$ cat config.mk
export PLATFORM = sky130hd
export DESIGN_NAME = robertson_ctrl
export DESIGN_NICKNAME = d
export VERILOG_FILES = /design/src/rtl/robertson_ctrl.sv
export SDC_FILE = /design/constraint.sdc
export NUM_CORES = 1
export LEC_CHECK = 0
export CAP_MARGIN = 20
export CORE_UTILIZATION = 25
export CTS_CLUSTER_DIAMETER = 30
export DETAILED_ROUTE_END_ITERATION = 12
export PLACE_DENSITY_LB_ADDON = 0.15
export SYNTH_ARGS = -nofsm -noshare
export SYNTH_HDL_FRONTEND = slang
export SYNTH_SLANG_ARGS = --single-unit
export TNS_END_PERCENT = 50
$ cat constraint.sdc
create_clock -name clk -period 1.7 [get_ports clk]
set_input_delay 0.17 -clock clk [delete_from_list [all_inputs] [get_ports clk]]
set_output_delay 0.17 -clock clk [all_outputs]
set_load 0.05 [all_outputs]
$ cat src/rtl/robertson_ctrl.sv
// Sequencing FSM for the Robertson signed shift-add multiplier datapath.
// Loads operands, runs WIDTH add/shift iterations, subtracts on the last step.
module robertson_ctrl #(
   parameter int WIDTH = 8
) (
   input  logic       clk,
   input  logic       reset,
   input  logic       start,
   input  logic       q0,
   output logic       ld,
   output logic [1:0] add_sel,
   output logic       acc_en,
   output logic       shift,
   output logic       busy,
   output logic       done
);

   localparam int CW = $clog2(WIDTH);

   localparam logic [2:0] S_IDLE  = 3'd0;
   localparam logic [2:0] S_LOAD  = 3'd1;
   localparam logic [2:0] S_ADD   = 3'd2;
   localparam logic [2:0] S_SHIFT = 3'd3;
   localparam logic [2:0] S_DONE  = 3'd4;

   localparam logic [1:0] SEL_ZERO = 2'd0;
   localparam logic [1:0] SEL_POS  = 2'd1;
   localparam logic [1:0] SEL_NEG  = 2'd2;

   localparam logic [CW-1:0] LAST_ITER = CW'(WIDTH - 1);

   logic [2:0]    state_q, state_d;
   logic [CW-1:0] cnt_q, cnt_d;
   logic          lastIter;

   assign lastIter = (cnt_q == LAST_ITER);

   // Next-state and iteration counter; unused encodings fall back to IDLE.
   always_comb begin
      state_d = state_q;
      cnt_d   = cnt_q;
      case (state_q)
         S_IDLE: begin
            if (start) begin
               state_d = S_LOAD;
            end
         end
         S_LOAD: begin
            cnt_d   = '0;
            state_d = S_ADD;
         end
         S_ADD: begin
            state_d = S_SHIFT;
         end
         S_SHIFT: begin
            if (lastIter) begin
               state_d = S_DONE;
            end else begin
               cnt_d   = cnt_q + 1'b1;
               state_d = S_ADD;
            end
         end
         S_DONE: begin
            state_d = S_IDLE;
         end
         default: begin
            state_d = S_IDLE;
         end
      endcase
   end

   always_ff @(posedge clk or posedge reset) begin
      if (reset) begin
         state_q <= S_IDLE;
         cnt_q   <= '0;
      end else begin
         state_q <= state_d;
         cnt_q   <= cnt_d;
      end
   end

   // Moore decodes plus the q0-dependent adder controls, live only in ADD.
   always_comb begin
      ld      = 1'b0;
      add_sel = SEL_ZERO;
      acc_en  = 1'b0;
      shift   = 1'b0;
      busy    = 1'b0;
      done    = 1'b0;
      case (state_q)
         S_LOAD: begin
            ld   = 1'b1;
            busy = 1'b1;
         end
         S_ADD: begin
            busy   = 1'b1;
            acc_en = q0;
            if (q0) begin
               add_sel = lastIter ? SEL_NEG : SEL_POS;
            end
         end
         S_SHIFT: begin
            shift = 1'b1;
            busy  = 1'b1;
         end
         S_DONE: begin
            done = 1'b1;
            busy = 1'b1;
         end
         default: begin
            busy = 1'b0;
         end
      endcase
   end

endmodule

# --- Yosys cells after proc, flatten, opt, wreduce, memory -nomap -nowiden ---
# Index checks and enable logic that the tools add are counted.
word_totals:
  input_bits: 4
  ff_bits: 6
  word_cells: 27
  rom_bits: 0
  memories: 0
  out_inout_bits: 7
  latch_bits: 0
  mem_bits_rw: 0
op_classes:
  multipliers: 0
  reduce_logical: 4
  n_lt_le_gt_ge: 0
  addsub: 1
  bitwise: 0
  n_eq_ne: 7
  div_mod_pow: 0
  mux: 13
  shift: 0
op_table:
  columns: ["cell", "count"]
  rows:
  - ["case mux 3 bit (4 select lines)", 1]
  - ["2-to-1 mux 3 bit", 3]
  - ["equality test 3 x 2 -> 1 bit, second input constant", 2]
  - ["equality test 3 bit, second input constant", 2]
  - ["2-to-1 mux 2 bit", 3]
  - ["case mux 3 bit (2 select lines)", 1]
  - ["2-to-1 mux 1 bit", 5]
  - ["inequality test 2 bit, second input constant", 2]
  - ["OR reduction 4 bit", 1]
  - ["adder 3 x 1 -> 3 bit, second input constant", 1]
  - ["equality test 3 x 1 -> 1 bit, second input constant", 1]
  - ["zero test 3 bit", 1]
  - ["AND reduction 2 bit", 1]
  - ["nonzero test 2 bit", 1]

# --- Logic depth before layout (Yosys ltp) ---
# Gate-level depths: netlist of the first run.
depth:
  depth_word: 4
  mapped_depth: 5
  depth_no_buf: 5

# --- Worst setup path before layout of the first run ---
# Ideal clock, no wire load.
synth_timing:
  path_kind: "reg-to-output"
  from: "register cnt_q[0]"
  to: "output port add_sel[0]"
  required_time_ns: 1.530
  stages_incl_launch_ff: 4
  slack_ns: -0.402
  arrival_time_ns: 1.932
  cell_sequence: "dfrtp_1 -> ha_1 -> ha_1 -> nor3b_1"
synth_via:
  elab_chain_len: 4
synth_lines:
  columns: ["element", "line_no", "source"]
  rows:
  - ["start, declared", "33", "logic [CW-1:0] cnt_q, cnt_d;"]
  - ["start signal, assigned", "78", "cnt_q <= cnt_d;"]
  - ["equality test 3 bit", "36", "assign lastIter = (cnt_q == LAST_ITER);"]
  - ["2-to-1 mux 2 bit", "99", "add_sel = lastIter ? SEL_NEG : SEL_POS;"]
  - ["2-to-1 mux 2 bit", "98", "if (q0) begin"]
  - ["2-to-1 mux 2 bit", "90", "case (state_q)"]
  - ["end, declared", "11", "output logic [1:0] add_sel,"]
# Every way passes these cells.

# --- Worst setup path after layout of the first run ---
# Ends and elaborated chain as after synthesis.

==> summary.txt, run 1 <==
Placement
  • Placer's final routability congestion estimate: 0.6705
  • DPL Wire Length: 521 microns
  • Number of cells in the design after placement: 57
  • Port-buffer cells: 10

Setup path
  • Critical Path Slowest Stage Cell: dfrtp_1
  • Cell depth of the worst flop-to-flop path: 5
  • Minimum setup slack among reg-to-reg paths: 0.32 ns
  • Data arrival time of the worst path: 1.43 ns
  • Worst setup SP type: register
  • Worst Path Max Fanout: 4
  • Crit path capture: add_sel[0]
  • Destination of the worst register-to-register timing path: cnt_q[0]
  • Category of the worst setup path capture point: output port
  • First element of the critical path: cnt_q[0]
  • Worst Path Class, Setup: reg2out
  • Required @ worst endpoint: 1.53 ns
  • Reg-to-Reg Start: cnt_q[0]
  • Delay of the slowest critical-path stage: 0.38 ns
  • Cells along the critical path: ha_1 > ha_2 > nor3b_2 > buf_12

Floorplanning
  • Top-level I/O count: 11
  • Die width: 38.42 microns
  • Die Y: 38.42 microns
  • Placement row count: 12
  • Starting density of the core: 28.31%
  • Core area: 0.001171 sq mm
  • Die Footprint: 0.001476 sq mm

CTS
  • Clock insertion delay at the later pin of the skew report: 0.24 ns
  • Reg clk slew, reported paths: 0.04 ns
  • Cts bufs inserted: 3
  • Clock buffer depth: 2
  • CTS tree: built
  • Root buffer cell: clkbuf_4
  • CTS Sinks: 6
  • Count of H-tree levels built during CTS: 1
  • Number of setup buffers added after CTS: 0

Synthesis
  • Synth Net Count: 39
  • Ys flop type: dfrtp_1
  • Cell area after synthesis: 331.6 sq um
  • Post-synthesis sequential area ratio: 45.28%
  • Count of distinct cell types in the synthesized netlist: 18
  • Number of enable flip-flop cells after synthesis: 0
  • Synthesized area divided by synthesized cell count: 10.05 sq um
  • Number of storage elements in the synthesis netlist: 6
  • Count of synthesis-stage warnings from yosys: 0
  • Synth Instances: 33
  • Async set-or-reset flop fraction in the synthesized netlist: 100.0%

STA
  • Final worst-path cycle share: 94.22%
  • Worst-case clock skew: 0.0001248 ns
  • Count of final setup violators: 0
  • Worst slew pin tran: 0.2663 ns
  • Setup repair after global routing missed its margin: true
  • Headroom to the max-slew limit: 82.12%
  • Post-layout minimum cycle time: 1.602 ns
  • Final max-slew violation count: 0
  • Fmax: 0.6243 GHz
  • Hold slack: 0.1407 ns
  • Final hold violations: 0

Pwr
  • Clock network fraction of total power: 10.6%
  • Standby leakage power: 0.2459 nW
  • Peak supply drop: 0.7248 mV
  • Overall power after layout: 1.189 mW
  • Sw Ratio: 42.71%
  • Power density over the cells: 2154 mW/mm^2
  • Combinational Power Share: 66.0%
  • Part of the total power dissipated in sequential elements: 23.4%
  • Switching pwr: 0.5076 mW
  • Internal Power: 0.6809 mW

Job
  • Maximum capacitance violations: 0

Route
  • Number of routed nets with antenna violations: 0
  • Via Count: 277
  • Wire length per cell: 10.75 microns
  • Number of design-rule violations left by the first detailed-router iteration: 4
  • Detailed Routing Iterations Pass 1: 3
  • WL final: 645 microns
  • Number of design rule violations left after detail routing: 0
  • Via count normalized by instance count: 4.617

Layout
  • Leading cell type in the layout, fill and taps excluded: buf_12
  • Number of standard cells in the layout, taps in and fillers out: 60
  • Final nets: 54
  • Core Util, Final: 47.12%
  • Commonest cells after routing, fill and taps aside: 7 x buf_12, 6 x dfrtp_1, 5 x nand2_1
  • Layout cell share with drive strength beyond 1: 39.13%
  • Synth-to-Final Area Change: 66.42%
  • Number of diodes added for antenna fixing: 0

Hold path
  • Path category of the worst min-delay check: in2async

Status
  • Result of the run: complete, no violations

Global routing
  • Remaining Overflow, GRT: 0
  • Global-route wire length before repair: 1262 microns
  • Vias in the first global route: 299
  • Largest net degree at the start of global routing: 10
  • Number of antenna violations at the first check in global routing: 0
  • Global-route usage over all layers: 13.00%
how the worst min path moves through the flow:
stage / startpoint / endpoint / slack [ns] / cells after the start
detailed placement: reset / state_q[0] / 0.40 / 2
floorplan: reset / cnt_q[0] / -0.04 / 1
finish: reset / state_q[1] / 0.14 / 2
CTS: reset / cnt_q[0] / 0.14 / 2
global placement: reset / state_q[2] / 0.39 / 2
global route: reset / state_q[0] / 0.16 / 2
per-layer routing:
metal / vias to the layer above / GRT usage [%] / routed length [microns]
met5: - / 0 / 0
met4: 0 / 10.34 / 6
met3: 2 / 3.488 / 29
met2: 10 / 21.19 / 320
met1: 124 / 13.98 / 287
li1: 141 / - / -
flip-flops by register name, indices dropped and copies added (netlist names):
register and cells:
state_q 3, cnt_q 3
power groups by stage:
stage / clock network [mW] / registers (mW) / logic [mW]
floorplan: 0 / 0.259 / 0.471
global placement: 0 / 0.271 / 0.769
detailed placement: 0 / 0.277 / 0.786
CTS: 0.135 / 0.275 / 0.788
global route: 0.143 / 0.290 / 0.846
finish: 0.126 / 0.278 / 0.785
synth_stat cells, types with 2 or more instances:
cell type | instances | area, sq um
dfrtp_1 | 6 | 150.1
nand2_1 | 5 | 18.77
nor2_1 | 5 | 18.77
and2_1 | 2 | 12.51
ha_1 | 2 | 25.02
cell families (layout without fill, tap and decap cells):
logic type / after synthesis / in the layout / share of synthesized area, %
xor+xnor: 1 / 1 / 2.642
compound gates: 4 / 4 / 9.057
fa+ha+maj: 2 / 2 / 7.546
simple gates: 18 / 18 / 30.95
buf+inv: 1 / 14 / 1.131
mux: 1 / 1 / 3.396
flops: 6 / 6 / 45.28
layout make-up:
type | count | area (sq um)
Clock buffer | 3 | 22.52
Timing Repair Buffer | 10 | 170.2
Multi-Input combinational cell | 26 | 187.7
Fill cell | 113 | 619.3
Sequential cell | 6 | 150.1
Tap cell | 14 | 17.52
Inverter | 1 | 3.754
worst max-delay path, delay by kind of cell, from the launching register on:
family | cells | cell delay (ns)
flops | 1 | 0.38
fa+ha+maj | 2 | 0.42
buf+inv | 1 | 0.17
simple gates | 1 | 0.23
metrics by stage:
step           area [sq um]  setup TNS, ns  worst slack (ns)
6_report              551.8              0           0.09824
5_1_grt               551.8      -0.001011         -0.001011
4_1_cts               546.8              0           0.02188
3_5_place_dp          524.3              0            0.2884
3_3_place_gp          524.3              0            0.3365
2_1_floorplan         336.6              0           0.07908
repair_timing:
| action | in CTS | in global routing |
|---|---|---|
| setup endpoints to repair | 0 | 2 |
| hold buffers | 0 | 0 |
| gates resized for setup | 0 | 2 |
No activity file was read; power rests on OpenSTA's default activity.
==> run 2: changes to the inputs <==
- clock period: 1.7 -> 1.45 ns (I/O delays scaled with it)
==> run 2 against run 1 <==
Net effect:
- the run now ends with setup timing left
- final cell count up 3.3%
- critical path depth unchanged
- power up 8.9%
- first-iteration DRC count down 75%
- register-to-register slack worse by 0.20 ns
- via count up 3.2%
- combinational power up 5.2%
- die area unchanged
- design area up 11%
- core utilization up 5.1 points
- wire length up 8.2%
- non-clock buffer count up 2
- largest power group unchanged
==> summary.txt, run 2 (synthesis results as in run 1) <==
Floorplanning
  • Placement row count: 12 (unchanged)
  • Starting density of the core: 28.31% (unchanged)
  • Die width: 38.42 microns (unchanged)
  • Top-level I/O count: 11 (unchanged)
  • Core area: 0.001171 sq mm (unchanged)
  • Die Y: 38.42 microns (unchanged)
  • Die Footprint: 0.001476 sq mm (unchanged)

Global routing
  • Vias in the first global route: 293 (was 299)
  • Global-route usage over all layers: 12.52% (was 13.00%)
  • Global-route wire length before repair: 1214 microns (was 1262 microns)
  • Number of antenna violations at the first check in global routing: 0 (unchanged)
  • Remaining Overflow, GRT: 0 (unchanged)
  • Largest net degree at the start of global routing: 10 (unchanged)

Setup path
  • Worst Path Class, Setup: reg2out (unchanged)
  • Worst Path Max Fanout: 4 (unchanged)
  • Destination of the worst register-to-register timing path: cnt_q[0] (unchanged)
  • Crit path capture: add_sel[0] (unchanged)
  • Data arrival time of the worst path: 1.37 ns (was 1.43 ns)
  • Category of the worst setup path capture point: output port (unchanged)
  • Cells along the critical path: ha_2 > ha_4 > nor3b_4 > buf_12 (was ha_1 > ha_2 > nor3b_2 > buf_12)
  • Family with the most delay on the worst path: adder cells (unchanged)
  • Reg-to-Reg Start: cnt_q[0] (unchanged)
  • Critical Path Slowest Stage Cell: dfrtp_1 (unchanged)
  • Delay of the slowest critical-path stage: 0.38 ns (about the same)
  • Minimum setup slack among reg-to-reg paths: 0.12 ns (was 0.32 ns)
  • First element of the critical path: cnt_q[0] (unchanged)
  • Required @ worst endpoint: 1.31 ns (was 1.53 ns)
  • Worst setup SP type: register (unchanged)
  • Count of buffering cells on the critical path with inverters included: 1 (unchanged)
  • Cell depth of the worst flop-to-flop path: 5 (unchanged)
  • Number of gates on the worst path with buffers counted: 4 (unchanged)

CTS
  • Root buffer cell: clkbuf_4 (unchanged)
  • CTS Sinks: 6 (unchanged)
  • Reg clk slew, reported paths: 0.05 ns (was 0.04 ns)
  • Clock insertion delay at the later pin of the skew report: 0.24 ns (about the same)
  • CTS tree: built (unchanged)
  • Count of H-tree levels built during CTS: 1 (unchanged)
  • Clock buffer depth: 2 (unchanged)
  • Cts bufs inserted: 3 (unchanged)

Job
  • Maximum capacitance violations: 0 (unchanged)

Layout
  • Fillers: 102 (was 113)
  • Synth-to-Final Area Change: 84.53% (was 66.42%)
  • Leading cell type in the layout, fill and taps excluded: buf_12 (unchanged)
  • Core Util, Final: 52.24% (was 47.12%)
  • Number of standard cells in the layout, taps in and fillers out: 62 (was 60)
  • Number of diodes added for antenna fixing: 0 (unchanged)
  • Final nets: 56 (was 54)
  • Layout cell share with drive strength beyond 1: 60.42% (was 39.13%)
  • Final instance area: 611.8 sq um (was 551.8 sq um)
  • Leading registers by flop count: cnt_q: 3 flops, state_q: 3 flops (unchanged)

Route
  • Number of design rule violations left after detail routing: 0 (unchanged)
  • Via Count: 286 (was 277)
  • Detailed Routing Iterations Pass 1: 2 (was 3)
  • Wire length per cell: 11.26 microns (was 10.75 microns)
  • Via count normalized by instance count: 4.613 (was 4.617)
  • Number of routed nets with antenna violations: 0 (unchanged)
  • Number of design-rule violations left by the first detailed-router iteration: 1 (was 4)
  • WL final: 698 microns (was 645 microns)

Status
  • Violations in the final reports: setup timing
  • Result of the run: finished, violations left (was complete, no violations)

STA
  • Final hold violations: 0 (unchanged)
  • Worst-case clock skew: 0.004295 ns (was 0.0001248 ns)
  • Post-layout minimum cycle time: 1.514 ns
  • Final TNS setup: -0.07136 ns (was 0 ns)
  • Fmax: 0.6607 GHz
  • Hold slack: 0.1119 ns (was 0.1407 ns)
  • Setup repair after global routing missed its margin: true (unchanged)
  • Final worst-path cycle share: 104.4%
  • Count of final setup violators: 2 (was 0)
  • Headroom to the max-slew limit: 80.82% (was 82.12%)
  • Worst Slack Setup Final: -0.06355 ns (was 0.09824 ns)
  • Final max-slew violation count: 0 (unchanged)
  • Worst slew pin tran: 0.2857 ns (was 0.2663 ns)

Pwr
  • Standby leakage power: 0.2550 nW (was 0.2459 nW)
  • Sw Ratio: 40.90% (was 42.71%)
  • Power density over the cells: 2115 mW/mm^2 (was 2154 mW/mm^2)
  • Part of the total power dissipated in sequential elements: 24.6% (was 23.4%)
  • Combinational Power Share: 63.8% (was 66.0%)
  • Clock network fraction of total power: 11.6% (was 10.6%)
  • Peak supply drop: 0.9647 mV (was 0.7248 mV)
  • Internal Power: 0.7646 mW (was 0.6809 mW)
  • Overall power after layout: 1.294 mW (was 1.189 mW)
  • Switching pwr: 0.5292 mW (was 0.5076 mW)

Placement
  • Setup slack after placement: 0.06889 ns (was 0.2884 ns)
  • Placer's final routability congestion estimate: 0.6667 (was 0.6705)
  • Number of cells in the design after placement: 57 (unchanged)
  • Placed cell area: 524.3 sq um (unchanged)
  • Port-buffer cells: 10 (unchanged)
  • DPL Wire Length: 495.3 microns (was 521 microns)

Hold path
  • Path category of the worst min-delay check: in2async (unchanged)
-- run 2: cell count changes in the layout (fill, tap and decap cells not counted), sizes merged --
cell  change
buf       +2
-- run 2: worst min path at each step --
stage	startpoint	end	slack (ns)	depth (start not counted)
final	reset	state_q[0]	0.11	2
after global routing	reset	state_q[1]	0.13	2
after CTS	reset	state_q[1]	0.11	2
after detailed placement	reset	state_q[1]	0.37	2
after global placement	reset	state_q[1]	0.36	2
after floorplan	reset	cnt_q[0]	-0.06	1
-- run 2: worst register-to-register path, stage by stage, from the launching register on --
cell,delay [ns]
dfrtp_1,0.38
ha_2,0.21
ha_4,0.18
nand2_2,0.10
nand2_1,0.08
mux2_2,0.26
-- run 2: power groups by stage --
| stage | combinational (mW) | clock, mW | sequential [mW] |
|---|---|---|---|
| 3_5_place_dp | 0.918 | 0 | 0.321 |
| 5_1_grt | 0.889 | 0.173 | 0.328 |
| 2_1_floorplan | 0.552 | 0 | 0.304 |
| 3_3_place_gp | 0.900 | 0 | 0.318 |
| 4_1_cts | 0.970 | 0.157 | 0.332 |
| 6_report | 0.826 | 0.150 | 0.318 |
-- run 2: cell type report --
| class | instances | area, sq um | area share [%] |
|---|---|---|---|
| flip-flops and latches | 6 | 153.9 | 25.15 |
| well taps | 14 | 17.52 | 2.863 |
| inverters | 1 | 3.754 | 0.6135 |
| multi-input cells | 26 | 229.0 | 37.42 |
| repair buffers | 12 | 185.2 | 30.27 |
| clock buffers | 3 | 22.52 | 3.681 |
-- run 2: layer usage --
| layer | part of all wire (%) | GRT usage [%] | wire [microns] |
|---|---|---|---|
| met1 | 42 | 12.90 | 296 |
| met2 | 52 | 20.76 | 364 |
| met3 | 4.4 | 3.488 | 31 |
| met4 | 0.86 | 10.34 | 6 |
| met5 | 0 | 0 | 0 |
-- run 2: repair_timing --
action / 4_1_cts / 5_1_grt
hold endpoints to repair: 0 / 0
gates resized for setup: 8 / 7
buffers inserted: 0 / 2
setup endpoints to repair: 2 / 5
pin swaps: 3 / 2
hold buffers: 0 / 0
